**src/rtl/array_alloc_arbiter.sv**
```systemverilog
// Round-robin arbitrated allocator for a pool of NArrays handles. Freed
// handles are recycled LIFO before untouched ones are handed out.
module array_alloc_arbiter #(
  parameter int MemoryElementWidth = 12,
  parameter int NArrays            = 8,
  parameter int NReq               = 2
) (
  input  logic                               clock,
  input  logic                               reset,
  input  logic [NReq-1:0]                    reqValid,
  input  logic [NReq-1:0]                    reqFree,
  input  logic [NReq*MemoryElementWidth-1:0] reqArray,
  output logic [NReq-1:0]                    reqReady,
  output logic                               respValid,
  output logic [MemoryElementWidth-1:0]      respArray,
  output logic                               respError,
  output logic [MemoryElementWidth-1:0]      allocs,
  output logic [MemoryElementWidth-1:0]      maxAllocs
);

  localparam int W     = MemoryElementWidth;
  localparam int AW    = (NArrays > 1) ? $clog2(NArrays) : 1;
  localparam int IW    = (NReq > 1) ? $clog2(NReq) : 1;
  localparam int Depth = 1 << AW;
  localparam logic [W-1:0] NArraysW = W'(NArrays);

  typedef enum logic [1:0] {INIT, IDLE, EXEC, RESP} state_t;
  state_t state_reg, state_next;

  logic [AW-1:0]    init_cnt_reg;
  logic [IW-1:0]    last_reg, win_idx_reg;
  logic             win_free_reg;
  logic [W-1:0]     win_handle_reg;
  logic [W-1:0]     next_fresh_reg, sp_reg, allocs_reg, max_allocs_reg;
  logic [W-1:0]     resp_array_reg, top_reg;
  logic             resp_error_reg;
  logic [Depth-1:0] in_use_reg;
  logic [W-1:0]     stack_mem [Depth];

  logic [W-1:0]     req_handle [NReq];
  logic             pick_found;
  logic [IW-1:0]    pick_idx, cand;
  logic             exec_ok, exec_push, exec_pop, exec_fresh;
  logic [W-1:0]     exec_handle, allocs_next;

  generate
    for (genvar gi = 0; gi < NReq; gi++) begin : g_unpack
      assign req_handle[gi] = reqArray[gi*W +: W];
    end
  endgenerate

  // Scan from farthest to nearest so the first valid index after last_reg wins.
  always_comb begin
    pick_found = 1'b0;
    pick_idx   = last_reg;
    cand       = last_reg;
    for (int k = NReq; k >= 1; k--) begin
      cand = IW'((int'(last_reg) + k) % NReq);
      if (reqValid[cand]) begin
        pick_found = 1'b1;
        pick_idx   = cand;
      end
    end
  end

  always_ff @(posedge clock) begin
    if (reset) state_reg <= INIT;
    else       state_reg <= state_next;
  end

  always_comb begin
    state_next = state_reg;
    case (state_reg)
      INIT:    if (init_cnt_reg == AW'(NArrays - 1)) state_next = IDLE;
      IDLE:    if (pick_found) state_next = EXEC;
      EXEC:    state_next = RESP;
      default: state_next = IDLE;
    endcase
  end

  always_comb begin
    for (int i = 0; i < NReq; i++) begin
      reqReady[i] = (state_reg == EXEC) && (win_idx_reg == IW'(i));
    end
    respValid = (state_reg == RESP);
    respError = (state_reg == RESP) && resp_error_reg;
  end

  always_comb begin
    exec_ok     = 1'b0;
    exec_push   = 1'b0;
    exec_pop    = 1'b0;
    exec_fresh  = 1'b0;
    exec_handle = win_handle_reg;
    if (win_free_reg) begin
      if (win_handle_reg < next_fresh_reg && in_use_reg[win_handle_reg[AW-1:0]]) begin
        exec_ok   = 1'b1;
        exec_push = 1'b1;
      end
    end else if (sp_reg != '0) begin
      exec_ok     = 1'b1;
      exec_pop    = 1'b1;
      exec_handle = top_reg;
    end else if (next_fresh_reg < NArraysW) begin
      exec_ok     = 1'b1;
      exec_fresh  = 1'b1;
      exec_handle = next_fresh_reg;
    end else begin
      exec_handle = '0;
    end
    allocs_next = allocs_reg;
    if (exec_ok) allocs_next = win_free_reg ? allocs_reg - W'(1) : allocs_reg + W'(1);
  end

  always_ff @(posedge clock) begin
    if (reset) begin
      init_cnt_reg   <= '0;
      next_fresh_reg <= '0;
      sp_reg         <= '0;
      allocs_reg     <= '0;
      max_allocs_reg <= '0;
      resp_array_reg <= '0;
      resp_error_reg <= 1'b0;
      last_reg       <= IW'(NReq - 1);
    end else begin
      case (state_reg)
        INIT: init_cnt_reg <= init_cnt_reg + AW'(1);
        IDLE: begin
          if (pick_found) begin
            win_idx_reg    <= pick_idx;
            win_free_reg   <= reqFree[pick_idx];
            win_handle_reg <= req_handle[pick_idx];
          end
        end
        EXEC: begin
          last_reg       <= win_idx_reg;
          if (exec_pop)   sp_reg <= sp_reg - W'(1);
          if (exec_push)  sp_reg <= sp_reg + W'(1);
          if (exec_fresh) next_fresh_reg <= next_fresh_reg + W'(1);
          allocs_reg     <= allocs_next;
          if (allocs_next > max_allocs_reg) max_allocs_reg <= allocs_next;
          resp_array_reg <= exec_handle;
          resp_error_reg <= !exec_ok;
        end
        default: ;
      endcase
    end
  end

  // Top of stack is read one cycle ahead; the stack only changes in EXEC.
  always_ff @(posedge clock) begin
    top_reg <= stack_mem[sp_reg[AW-1:0] - AW'(1)];
    if (state_reg == EXEC && exec_push) stack_mem[sp_reg[AW-1:0]] <= win_handle_reg;
  end

  always_ff @(posedge clock) begin
    if (state_reg == INIT) begin
      in_use_reg[init_cnt_reg] <= 1'b0;
    end else if (state_reg == EXEC && !reset) begin
      if (exec_push) in_use_reg[win_handle_reg[AW-1:0]] <= 1'b0;
      if (exec_ok && !win_free_reg) in_use_reg[exec_handle[AW-1:0]] <= 1'b1;
    end
  end

  assign respArray = resp_array_reg;
  assign allocs    = allocs_reg;
  assign maxAllocs = max_allocs_reg;

endmodule

```
**config.mk**
```make
export PLATFORM = sky130hd
export DESIGN_NAME = array_alloc_arbiter
export DESIGN_NICKNAME = d
export VERILOG_FILES = /design/src/rtl/array_alloc_arbiter.sv
export SDC_FILE = /design/constraint.sdc
export NUM_CORES = 1
export LEC_CHECK = 0
export CAP_MARGIN = 15
export CORE_ASPECT_RATIO = 1.25
export CORE_MARGIN = 3
export CORE_UTILIZATION = 66
export CTS_BUF_LIST = sky130_fd_sc_hd__clkbuf_8
export DETAILED_ROUTE_END_ITERATION = 10
export GPL_ROUTABILITY_DRIVEN = 1
export PLACE_DENSITY = 0.95
export SETUP_SLACK_MARGIN = 0.5
export SYNTH_ARGS = -nofsm -noshare
export SYNTH_HDL_FRONTEND = slang
export SYNTH_SLANG_ARGS = --single-unit
```
**constraint.sdc**
```tcl
create_clock -name clock -period 11.1 [get_ports clock]
set_input_delay 1.11 -clock clock [delete_from_list [all_inputs] [get_ports clock]]
set_output_delay 1.11 -clock clock [all_outputs]
set_load 0.01 [all_outputs]
```
Word-level counts from Yosys, hierarchy flattened
Memories as Yosys holds them, arrays and structs flattened. A register that Yosys moved wholly into a read port is not among the register bits.
Cells that the tools add are included.
W data, S select, Z words.
{"block": "word_totals", "reg_bits": 89, "mem_bits_rw": 96, "output_inout_bits": 40, "wordCells": 120, "mem_count": 1}
{"block": "classes", "n_addsub": 9, "n_lt_le_gt_ge": 13, "eq_ne": 6, "mux": 48, "bitwise": 8, "n_reduce_logical": 22}
{"memory": "stack_mem", "depth": 8, "width": 12, "rd": 1, "rd_clocked_by_memory_dff": 1, "wr": 1, "line_no": "38", "text": "logic [W-1:0] stack_mem [Depth];"}
{"op": "$mux W12", "n": 10}
{"op": "$mux W8", "n": 6}
{"op": "$add A12 B1 Y12 const B", "n": 3}
{"op": "$mux W1", "n": 25}
{"op": "$sub A12 B1 Y12 const B", "n": 2}
{"op": "$and A8 B8 Y8", "n": 2}
{"op": "$not A8 Y8", "n": 2}
{"op": "$gt A12 B12 Y1", "n": 1}
{"op": "$lt A12 B12 Y1", "n": 1}
{"op": "$lt A12 B4 Y1 const B", "n": 1}
{"op": "$lt A3 B4 Y1 const B", "n": 3}
{"op": "$reduce_bool A12 Y1", "n": 1}
{"op": "$logic_and A1 B1 Y1", "n": 10}
{"op": "$demux W1 S3", "n": 3}
{"op": "$ge A3 B1 Y1 const B", "n": 3}
{"op": "$or A8 B8 Y8", "n": 1}
{"op": "$reduce_and A2 Y1", "n": 4}
{"op": "$lt A1 B2 Y1 const B", "n": 3}
{"op": "$pmux W2 S3", "n": 1}
{"op": "$eq A2 B2 Y1 const B", "n": 2}
{"op": "$mux W2", "n": 2}
{"op": "$ne A2 B2 Y1 const B", "n": 2}
{"op": "$reduce_bool A2 Y1", "n": 2}
{"op": "$add A3 B1 Y3 const B", "n": 1}
{"op": "11 further kinds", "n": 15}

Logic depth before layout (Yosys ltp)
{"block": "logic_depth", "word_depth": 13, "ltp_mapped": 22, "depth_no_buf": 17}

Worst setup path after synthesis
No wires, ideal clock.
{"block": "synth_timing", "path_kind": "register -> register", "from": "reg sp_reg[0]", "to": "reg max_allocs_reg[2] (netlist: maxAllocs[2])", "setup_time_ps": 128, "arrival_ps": 4126, "required_ps": 10972, "setup_slack_ps": 6846, "path_stages_with_launch": 21, "path_buffers": 5, "path_cell_list": "dfxtp_1 -> clkbuf_1 -> buf_2 -> inv_1 -> ha_1 -> nor4b_1 -> and3_1 -> buf_4 -> a21oi_1 -> a31oi_2 -> buf_6 -> mux2_4 -> ha_1 -> a21o_1 -> a21oi_1 -> o211ai_1 -> a221oi_1 -> nor2_1 -> clkbuf_1 -> nand3_1 -> o31ai_1"}
{"block": "synth_via", "elab_chain_len": 6}
{"element": "start, declared", "line_no": "34", "text": "logic [W-1:0] next_fresh_reg, sp_reg, allocs_reg, max_allocs_reg;"}
{"element": "start signal, assigned", "line_no": "137", "text": "if (exec_pop) sp_reg <= sp_reg - W'(1);"}
{"element": "start signal, assigned", "line_no": "138", "text": "if (exec_push) sp_reg <= sp_reg + W'(1);"}
{"element": "$reduce_bool A12 Y1", "line_no": "100", "text": "end else if (sp_reg != '0) begin"}
{"element": "$mux W1", "line_no": "100"}
{"element": "$mux W1", "line_no": "95", "text": "if (win_free_reg) begin"}
{"element": "$mux W12", "line_no": "112", "text": "if (exec_ok) allocs_next = win_free_reg ? allocs_reg - W'(1) : allocs_reg + W'(1);"}
{"element": "named net allocs_next[5]", "line_no": "44", "text": "logic [W-1:0] exec_handle, allocs_next;"}
{"element": "$gt A12 B12 Y1", "line_no": "141", "text": "if (allocs_next > max_allocs_reg) max_allocs_reg <= allocs_next;"}
{"element": "$reduce_and A2 Y1 (no source line)"}
{"element": "end signal, assigned", "line_no": "141"}
{"element": "end, declared", "line_no": "34"}
The timed path passes the listed nets, and every way through them passes these cells.
A chain may end at the register's enable or synchronous reset.

Worst setup path after layout
{"block": "layout_timing", "from": "reg sp_reg[0]", "to": "reg max_allocs_reg[9] (netlist: maxAllocs[9])"}
{"block": "layout_via", "elab_chain_len": 6}
{"element": "$reduce_bool A12 Y1 (*)", "line_no": "100"}
{"element": "$mux W1 (*)", "line_no": "100"}
{"element": "$mux W1 (*)", "line_no": "95"}
{"element": "$mux W12 (*)", "line_no": "112"}
{"element": "named net allocs_next[9]", "line_no": "44"}
{"element": "$gt A12 B12 Y1", "line_no": "141"}
{"element": "$reduce_and A2 Y1 (no source line)"}
Mark *: on every way through the listed nets, which the timed path passes. The rest lies on a longest branch.

==> results.md <==
- The flow ran to the end, and the final reports show no timing, DRC or antenna violations.
- At the pin with the least slew margin, the transition time is 1.19 ns.
- The yosys synthesis warning count is 0.
- The share of the core filled with cells is 0.773.
- After clock tree synthesis, the clock-pin slew on the worst setup and hold paths is around 0.1 ns.
- Setup repair after global routing left no endpoint under its margin.
- The maximum number of pins on one net before global-route repair is 66.
- The final total negative setup slack is 0 ns.
- After synthesis the netlist holds a flip-flop and latch count of 197.
- The CTS tree is done.
- In the post-synthesis netlist, the biggest area contributors are sky130_fd_sc_hd__edfxtp_1, sky130_fd_sc_hd__dfxtp_1, sky130_fd_sc_hd__ha_1.
- STA classifies the critical path endpoint as a register.
- The row count is between 40 and 50.
- The worst hold path terminates at next_fresh_reg[5]$_SDFFE_PP0P_.
- STA puts the critical path data arrival time at 6.00 ns.
- After layout, the minimum clock period comes to 5.64 ns.
- The post-placement setup slack is around 5.5 ns.
- The register with the most flip-flops in the layout has 96 of them.
- The number of iterations in the first detailed-routing pass is 6.
- The number of stages on the worst hold path is 2.
- Once routing completed, OpenROAD measured the worst setup slack at 5.46 ns.
- The number of vias per cell after detailed routing is 6.66.
- In this run the critical register-to-register path is captured at maxAllocs[9]$_SDFFE_PP0P_.
- The final hold violation count is 0.
- The post-synthesis async set-or-reset flop share is 0.
- For this run, design rule violations remaining after detail routing come to 0.
- Counting the fill cells in the layout gives 788.
- Setup violations remaining at the end of the flow were counted as 0.
- The average instance in the mapped netlist occupies 12.4 µm².
- The cell taking the most area after synthesis is sky130_fd_sc_hd__edfxtp_1.
- Synthesis handed over a netlist of 755 instances.
- The area of the core region is 13900 µm².
- The startpoint of the most critical hold path is next_fresh_reg[5]$_SDFFE_PP0P_.
- The max capacitance violation total is 0.
- Summing all flip-flop and latch instances after layout gives 5130 µm².
- The total length of routed wires is 23.2 mm.
- The number of buffers added by the clock tree synthesis step is 17.
- The completed layout was analyzed and its total power is between 1500 and 2000 µW.
- Summed over all cells, the static leakage comes to 0.00378 µW.
- The count of cells resized by post-cts repair is 0.
- Routability-driven placement finished with a final weighted congestion of ~0.9.
- The initial detailed-routing violation count is 615.
- The most used flip-flop cell after synthesis is sky130_fd_sc_hd__edfxtp_1.
- The post-synth net total is 840.
- 70 I/O pins were placed.
- The die area is between 15000 and 20000 µm².
- Across all layers, the routed design uses 6764 vias.
- The count of hold buffers inserted by post-cts repair is 0.
- Clock latency on the worst-skew pair, taken at its later pin, is 0.49 ns.
- From left edge to right edge, the die measures 113 µm.
- The post-CTS setup repair buffer count is 0.
- Summing all multi-input logic gate instances after layout gives between 4000 and 5000 µm².
- The number of global-route vias before repair is 7004.
- The number of flops mapped to enable cells by yosys is 118.
- The number of H-tree levels is 4.
- Clock skew on the completed layout was measured at 0.0148 ns.
- The overflow left after global routing is 0.
- The die extent in y is roughly 140 µm.
- STA classifies the critical path startpoint as a register.
- The fraction of final layout cells with drive strength greater than 1 is 0.143.
- The highest net fanout along the worst path is 30.
- After legalization and detailed placement, the total HPWL measured 15.5 mm.
- Dividing the detail-routed wire length by the instance count gives roughly 23 µm.
- The synthesized cell area is 9400 µm².
- The setup slack on the worst flop-to-flop path is 5.46 ns.
- The total number of clock tree sinks is 197.
- In the global route stage, overall resource usage came out at 0.301.
- The share of synthesized area in the top cell type comes to 0.377.
- The clock passes through at most 2 buffers.
- In this run, distinct cell masters in the synthesized netlist total 67.
- The path type of the worst setup path is register to register.
- The number of max-slew violations in the final report is 0.
- Static timing analysis puts the maximum clock frequency at 177 MHz.
- The detail route stage leaves a number of antenna-violating nets equal to 0.
- The final cycle utilization of the critical path is 0.508.
- The max-slew headroom at the worst pin is 0.205.
- The wire length of the first global-routing pass is between 30 and 40 mm.
- In this run the power density over the cells is 151 nW/µm².
- The area growth from synthesis to layout is 14.1%.
- The share of the Yosys chip area taken by registers is 0.545.
- Counting cells, the worst reg-to-reg path comes to 17.
- The peak supply drop is 107 µV.
- The path class of the tightest hold or removal check is register to register.
- The count of inserted antenna diode cells is 0.
- The net count of the finished layout is 912.
- The tree is rooted in a sky130_fd_sc_hd__clkbuf_8.
- Port buffering added 69 buffers.
- The reg-to-reg critical path startpoint is sp_reg[0]$_SDFFE_PP0P_.
- The number of antenna violations at the first check in global routing is 0.
- The final worst hold slack is about 0.48 ns.
- The data required time of the worst path is 11.46 ns.
- The initial utilization of the core area, before any placement, comes to 0.677.
## cell usage after synthesis, types with 8 or more instances
master                     count
sky130_fd_sc_hd__mux2i_1      24
sky130_fd_sc_hd__a221oi_1     10
sky130_fd_sc_hd__clkbuf_1     18
sky130_fd_sc_hd__o21ai_0      22
sky130_fd_sc_hd__a21oi_1      39
sky130_fd_sc_hd__nor4_1        9
sky130_fd_sc_hd__a21o_1       10
sky130_fd_sc_hd__mux2_2       29
sky130_fd_sc_hd__nor3_1       19
sky130_fd_sc_hd__nand3_1      14
sky130_fd_sc_hd__dfxtp_1      79
sky130_fd_sc_hd__ha_1         53
sky130_fd_sc_hd__mux4_2       24
sky130_fd_sc_hd__xor2_1        8
sky130_fd_sc_hd__nand2_1      34
sky130_fd_sc_hd__nor2_1       68
sky130_fd_sc_hd__edfxtp_1    118
sky130_fd_sc_hd__xnor2_1      16
sky130_fd_sc_hd__nand2b_1     11
sky130_fd_sc_hd__inv_1        38
## routing by layer
layer | GRT usage | part of all wire | vias up
li1 | - | - | 2987
met2 | 0.532 | 0.54 | 384
met1 | 0.343 | 0.35 | 3306
met4 | 0.144 | 0.041 | 0
met3 | 0.0687 | 0.071 | 87
met5 | 0 | 0 | -
## how the worst max path moves through the flow
stage,start,endpoint,slack (ns),cells past startpoint
3_3_place_gp,sp_reg[0]$_SDFFE_PP0P_,maxAllocs[9]$_SDFFE_PP0P_,5.95,17
4_1_cts,sp_reg[0]$_SDFFE_PP0P_,maxAllocs[9]$_SDFFE_PP0P_,5.51,17
3_5_place_dp,sp_reg[0]$_SDFFE_PP0P_,maxAllocs[9]$_SDFFE_PP0P_,5.55,17
5_1_grt,sp_reg[0]$_SDFFE_PP0P_,maxAllocs[9]$_SDFFE_PP0P_,4.91,17
6_report,sp_reg[0]$_SDFFE_PP0P_,maxAllocs[9]$_SDFFE_PP0P_,5.46,17
2_1_floorplan,sp_reg[0]$_SDFFE_PP0P_,maxAllocs[2]$_SDFFE_PP0P_,6.85,20
## report_power, final
part	internal, µW	switching [µW]
Sequential	822	44.2
Combinational	120	159
Clock	207	271
Total	1150	474
## layout make-up
cell class | count | share of cell area
clock buffers | 17 | 0.0218
clock inverters | 15 | 0.0159
inverters | 39 | 0.0137
multi-input cells | 490 | 0.377
flip-flops and latches | 197 | 0.478
well taps | 175 | 0.0204
repair buffers | 82 | 0.0731
## cells by family after synthesis
| family | synth area share |
|---|---|
| compound gates | 0.105 |
| flops | 0.545 |
| buf+inv | 0.0308 |
| mux | 0.128 |
| xor+xnor | 0.0224 |
| fa+ha+maj | 0.0748 |
| simple gates | 0.0935 |
## cell usage in the layout, fill, tap and decap left out, drive strengths merged, types with 8 or more instances in the layout
master,n
inv,47
a221oi,10
clkdlybuf4s50,68
nand3,14
nand2,34
dfxtp,79
mux2i,24
o21ai,27
a21o,10
a21oi,40
xor2,8
nand2b,11
nor3,19
clkbuf,17
nor4,11
xnor2,16
buf,14
mux2,36
mux4,24
ha,53
edfxtp,118
nor2,68
## critical path: stages, from the launching register on
cell                       delay, ns
sky130_fd_sc_hd__dfxtp_2        0.65
sky130_fd_sc_hd__inv_1          0.24
sky130_fd_sc_hd__ha_1           0.17
sky130_fd_sc_hd__nor4b_1        0.32
sky130_fd_sc_hd__and3_1         0.36
sky130_fd_sc_hd__a21oi_1        0.14
sky130_fd_sc_hd__a31oi_2        0.75
sky130_fd_sc_hd__nor2_1         0.12
sky130_fd_sc_hd__a21oi_1        0.20
sky130_fd_sc_hd__inv_1          0.08
sky130_fd_sc_hd__ha_1           0.31
sky130_fd_sc_hd__a21o_1         0.16
sky130_fd_sc_hd__a21oi_1        0.13
sky130_fd_sc_hd__o211ai_1       0.09
sky130_fd_sc_hd__a221oi_1       0.95
sky130_fd_sc_hd__nor2_1         0.45
sky130_fd_sc_hd__o21ai_0        0.31
sky130_fd_sc_hd__a21oi_1        0.06
## stage by stage
stage               area, µm²  instances
global route            10700       1015
CTS                     10700       1014
floorplan                9400        755
global placement        10300        982
finish                  10700       1015
detailed placement      10300        982
(Power assumes the default switching activity.)
